`src/rtl/split_sched_pkg.sv`:
```
// Shared types and helpers for the split-constraint evaluation scheduler.
package split_sched_pkg;

  typedef enum logic [1:0] {
    IDLE,
    EVAL,
    DONE
  } split_sched_state_e;

  // Index width for n checkers; never below one bit so ports stay legal.
  function automatic int split_cnt_w(input int n);
    return (n > 2) ? $clog2(n) : 1;
  endfunction

endpackage

```
`src/rtl/split_eval_sched.sv`:
```
// Steps split_sel across NUM_SPLITS checkers, ANDs their results and returns a verdict.
// Optional early exit on the first failing checker: define SPLIT_SCHED_EARLY_EXIT_EN.
module split_eval_sched
  import split_sched_pkg::*;
#(
  parameter  int NUM_SPLITS = 64,
  localparam int CNT_W      = split_cnt_w(NUM_SPLITS)
) (
  input  logic             clk,
  input  logic             rst_n,
  input  logic             start_valid,
  output logic             start_ready,
  input  logic             abort,
  output logic             split_req,
  output logic [CNT_W-1:0] split_sel,
  input  logic             split_ack,
  input  logic             split_x,
  output logic             done_valid,
  input  logic             done_ready,
  output logic             sat,
  output logic [CNT_W-1:0] fail_idx,
  output logic [CNT_W:0]   fail_cnt,
  output logic             busy
);

  localparam logic [CNT_W-1:0] LAST_IDX = CNT_W'(NUM_SPLITS - 1);
  localparam logic [CNT_W:0]   CNT_MAX  = (CNT_W + 1)'(NUM_SPLITS);

  split_sched_state_e state_q, state_d;

  logic [CNT_W-1:0] idx_q;
  logic             sat_q;
  logic [CNT_W-1:0] fail_idx_q;
  logic [CNT_W:0]   fail_cnt_q;

  logic start_fire;
  logic ack_step;
  logic fail_now;
  logic early_fail;
  logic last;

  assign start_ready = (state_q == IDLE) & rst_n & ~abort;
  assign start_fire  = start_valid & start_ready;
  assign fail_now    = split_ack & ~split_x;
  assign last        = (idx_q == LAST_IDX);
  assign ack_step    = (state_q == EVAL) & split_ack & ~abort;

`ifdef SPLIT_SCHED_EARLY_EXIT_EN
  assign early_fail = fail_now;
`else
  assign early_fail = 1'b0;
`endif

  // NOTE: sequential state uses non-blocking assignments so every register
  // samples pre-edge values regardless of block ordering.
  always_ff @(posedge clk) begin
    if (!rst_n) state_q <= IDLE;
    else        state_q <= state_d;
  end

  // NOTE: state_d gets its default before the case so no path leaves it
  // unassigned, which would otherwise infer a latch.
  always_comb begin
    state_d = state_q;
    unique case (state_q)
      IDLE: if (start_fire) state_d = EVAL;
      EVAL: if (split_ack && (last || early_fail)) state_d = DONE;
      DONE: if (done_ready) state_d = IDLE;
      default: state_d = IDLE;
    endcase
    if (abort) state_d = IDLE;
  end

  // sat_q doubles as "no failure seen yet", marking the first failing index.
  always_ff @(posedge clk) begin
    if (!rst_n) begin
      idx_q      <= '0;
      sat_q      <= 1'b0;
      fail_idx_q <= '0;
      fail_cnt_q <= '0;
    end else if (start_fire) begin
      idx_q      <= '0;
      sat_q      <= 1'b1;
      fail_idx_q <= '0;
      fail_cnt_q <= '0;
    end else if (ack_step) begin
      if (fail_now) begin
        sat_q <= 1'b0;
        if (sat_q) fail_idx_q <= idx_q;
        if (fail_cnt_q != CNT_MAX) fail_cnt_q <= fail_cnt_q + 1'b1;
      end
      if (!last && !early_fail) idx_q <= idx_q + 1'b1;
    end
  end

  assign split_req  = (state_q == EVAL);
  assign split_sel  = idx_q;
  assign done_valid = (state_q == DONE);
  assign busy       = (state_q != IDLE);
  assign sat        = sat_q;
  assign fail_idx   = fail_idx_q;
  assign fail_cnt   = fail_cnt_q;

endmodule

```
`config.mk`:
```
export PLATFORM = sky130hd
export DESIGN_NAME = split_eval_sched
export DESIGN_NICKNAME = d
export VERILOG_FILES = /design/src/rtl/split_sched_pkg.sv /design/src/rtl/split_eval_sched.sv
export SDC_FILE = /design/constraint.sdc
export NUM_CORES = 1
export LEC_CHECK = 0
export CAP_MARGIN = 20
export CORE_MARGIN = 2
export CORE_UTILIZATION = 35
export CTS_CLUSTER_DIAMETER = 60
export DETAILED_ROUTE_END_ITERATION = 6
export GPL_ROUTABILITY_DRIVEN = 0
export GPL_TIMING_DRIVEN = 1
export PLACE_DENSITY_LB_ADDON = 0.15
export SETUP_SLACK_MARGIN = 0.5
export SLEW_MARGIN = 15
export SYNTH_ARGS = -nofsm -noshare
export SYNTH_HDL_FRONTEND = slang
export SYNTH_SLANG_ARGS = --single-unit
```
`constraint.sdc`:
```
create_clock -name clk -period 2 [get_ports clk]
set_input_delay 0.5 -clock clk [delete_from_list [all_inputs] [get_ports clk]]
set_output_delay 0.5 -clock clk [all_outputs]
set_load 0.005 [all_outputs]
```
==> results.yml <==
routing:
  wl_um: 2760
  dr.pass1.iters: 4
  routed_via_density: 5.12
  avgRoutedWirePerCell_um: 13.5
  drc: 0
  routed-via-count: 1045
  postRouteAntennaNets: 0
  dr.first_iter.drc_count: 21
layout:
  instances_no_fill: 204
  layout_commonest_cell: "buf_4"
  layout-drive-gt1-share: 0.491
  fillers: 257
  diodes: 0
  area_growth_pct: 70.9
  final_cell_mix: "buf_4, nor2_1, dlygate4sd2_1"
  num-nets-final: 185
  multiInputGateArea_um2: 704
  ff_latch_area_um2: 487
power:
  power_density_mw_per_mm2: 398
  peakVddDrop_mv: 0.307
  p_leak_nw: 0.839
sta:
  period_share: 0.798
  maxSlewViolCount: 0
  finalCriticalPeriod_ns: 1.60
  fin_setup_tns_ns: 0
  worst_pin_slew_ns: 0.319
  timing.final.hold_violations: 0
  fmax_mhz: 627
  setup_violations: 0
  final.setup.worst_slack_ns: 0.404
  holdWs_ns: 0.505
  rsz0062_at_grt: "yes"
  relSlewSlack: 0.786
  skew_ns: 0.00117
critical_path:
  path_depth: 3
  critPathArrivalTime_ns: 1.10
  critPathTopFamily: "flip-flops"
  worst-r2r-cell-count: 9
  crit_path_start_kind: "flop"
  r2r_setup_slack_ns: 0.44
  critPathSlowestCell: "dfxtp_4"
  crit_fanout: 3
  worstSetupEndpointType: "primary output"
  r2r_end: "fail_cnt[1]"
  crit_chain: "or2_4 -> nor2_1 -> buf_2"
  path_class: "flop to primary output"
  critical_path.max_stage_delay_ns: 0.37
  cp.required_ns: 1.50
  worst-path-buf-inv: 1
  r2r_start: "fail_cnt[0]"
global_route:
  antenna_found_initial: 0
  grt_pass1_vias: 996
  grt_pass1_wl_um: 4420
  grt_max_degree: 19
  grtUsageTotal: 0.167
  overflow: 0
synthesis:
  yosys.cell_types.count: 33
  synth-seq-cells: 22
  synth_top_area_frac: 0.423
  synth_top_family_by_area: "simple AND/OR/NAND/NOR gates"
  seq_area_frac_synth: 0.423
  ys.flop_type: "dfxtp_1"
  synth_area_mm2: 0.00104
  syn_inst: 111
  synth-edff-count: 0
  synth-xor-area-share: 0.0757
  synth-simple-area-share: 0.274
  synthAdderAreaFrac: 0.0361
  yosys.area.top_type: "dfxtp_1"
  synthMuxAreaShare: 0.0974
  synth_warnings: 0
  async_flop_share: 0
  syn-num-nets: 121
  synth_area_leaders: "dfxtp_1, mux2i_1, nor2_1, xnor2_1, ha_1"
  synth-compound-area-share: 0.0697
  syn_avg_cell_area_um2: 9.38
floorplan:
  pin_count: 31
  core_area_mm2: 0.00278
  initial_core_util: 0.374
  dieHeight_um: 58.5
  fp.dieArea_mm2: 0.00343
  fp.dieW_um: 58.5
  rows: 19
worst_hold_path:
  hp-class: "flop to flop"
  hp-start: "fail_idx[0]"
  hold_depth: 2
  holdPathEnd: "fail_idx[0]"
clock_network:
  cts.sinks: 22
  clk_pin_slew_ns: 0.11
  cts-root-buf: "clkbuf_4"
  cts_buffer_depth: 2
  cts_max_level: 1
  clkLatencyLatePin_ns: 0.29
  numCtsBuffers: 3
  cts_tree: "built"
placement:
  pre_cts_slack_ns: -0.227
  io_buffers: 30
  hpwl_um: 1720
  dp_cells: 179
flow_run:
  cap_violations: 0
outcome:
  outcome: "complete, no violations"
-- metrics by stage --
step	utilization	power, W	cell area (um2)
3_3_place_gp	0.517	0.000522	1440
2_1_floorplan	-	0.000481	1040
3_5_place_dp	0.517	0.000523	1440
4_1_cts	0.596	0.000704	1660
6_report	0.640	0.000709	1780
5_1_grt	0.640	0.000744	1780
-- registers in the layout, indices dropped and copies added, names as in the netlist --
signal	cells
fail_cnt	7
fail_idx	6
sat	1
split_sel	6
state_q	2
-- how the worst max path moves through the flow --
stage	startpoint	end
after detailed placement	abort	start_ready
after global placement	abort	start_ready
after global routing	fail_cnt[0]	fail_cnt[1]
after floorplan	abort	fail_cnt[2]
final	state_q[1]	start_ready
after CTS	state_q[1]	start_ready
-- tightest hold or removal path, stage by stage (launching register included) --
cell and delay, ns:
dfxtp_2 0.34, mux2i_1 0.06, nor2_1 0.07
-- area by class of cell --
| type | instances | share of cell area |
|---|---|---|
| flip-flops and latches | 22 | 0.274 |
| multi-input cells | 83 | 0.396 |
| inverters | 4 | 0.0113 |
| repair buffers | 61 | 0.285 |
| well taps | 31 | 0.0218 |
| clock buffers | 3 | 0.0127 |
-- where the power goes --
group | leakage [nW] | switching (W) | internal, W
combinational | 0.635 | 0.0000399 | 0.0000473
sequential | 0.190 | 0.00000331 | 0.000431
clock | 0.0138 | 0.000117 | 0.0000699
total | 0.839 | 0.000161 | 0.000548
-- cell usage after synthesis (2+ instances only) --
cell type / n
nand2_1: 5
nor2b_1: 2
dfxtp_1: 22
nor2_1: 23
nand3_1: 3
inv_1: 3
xnor2_1: 5
ha_1: 3
nand2b_1: 3
nor4_1: 4
nor3_1: 3
xor2_1: 4
o211ai_1: 2
buf_2: 2
mux2i_1: 9
-- cell families (layout without fill, tap and decap cells) --
family,after synthesis,in the layout
compound gates,8,8
mux,10,10
flops,22,22
fa+ha+maj,3,3
buf+inv,6,68
simple gates,53,53
xor+xnor,9,9
-- layer usage --
layer	vias up	part of all wire	GRT usage
met5	-	0	0
met4	0	0.012	0.0631
met3	4	0.044	0.0330
met2	25	0.50	0.279
met1	505	0.45	0.212
li1	511	-	-
-- repair_timing --
action / in CTS / in global routing
pin swaps: 4 / 5
endpoints found under the hold margin: 0 / 0
hold buffers: 0 / 0
setup endpoints to repair: 44 / 25
buffers inserted: 19 / 3
gates cloned: 0 / 0
resized for setup: 92 / 21
No activity file was read; power rests on OpenSTA's default activity.
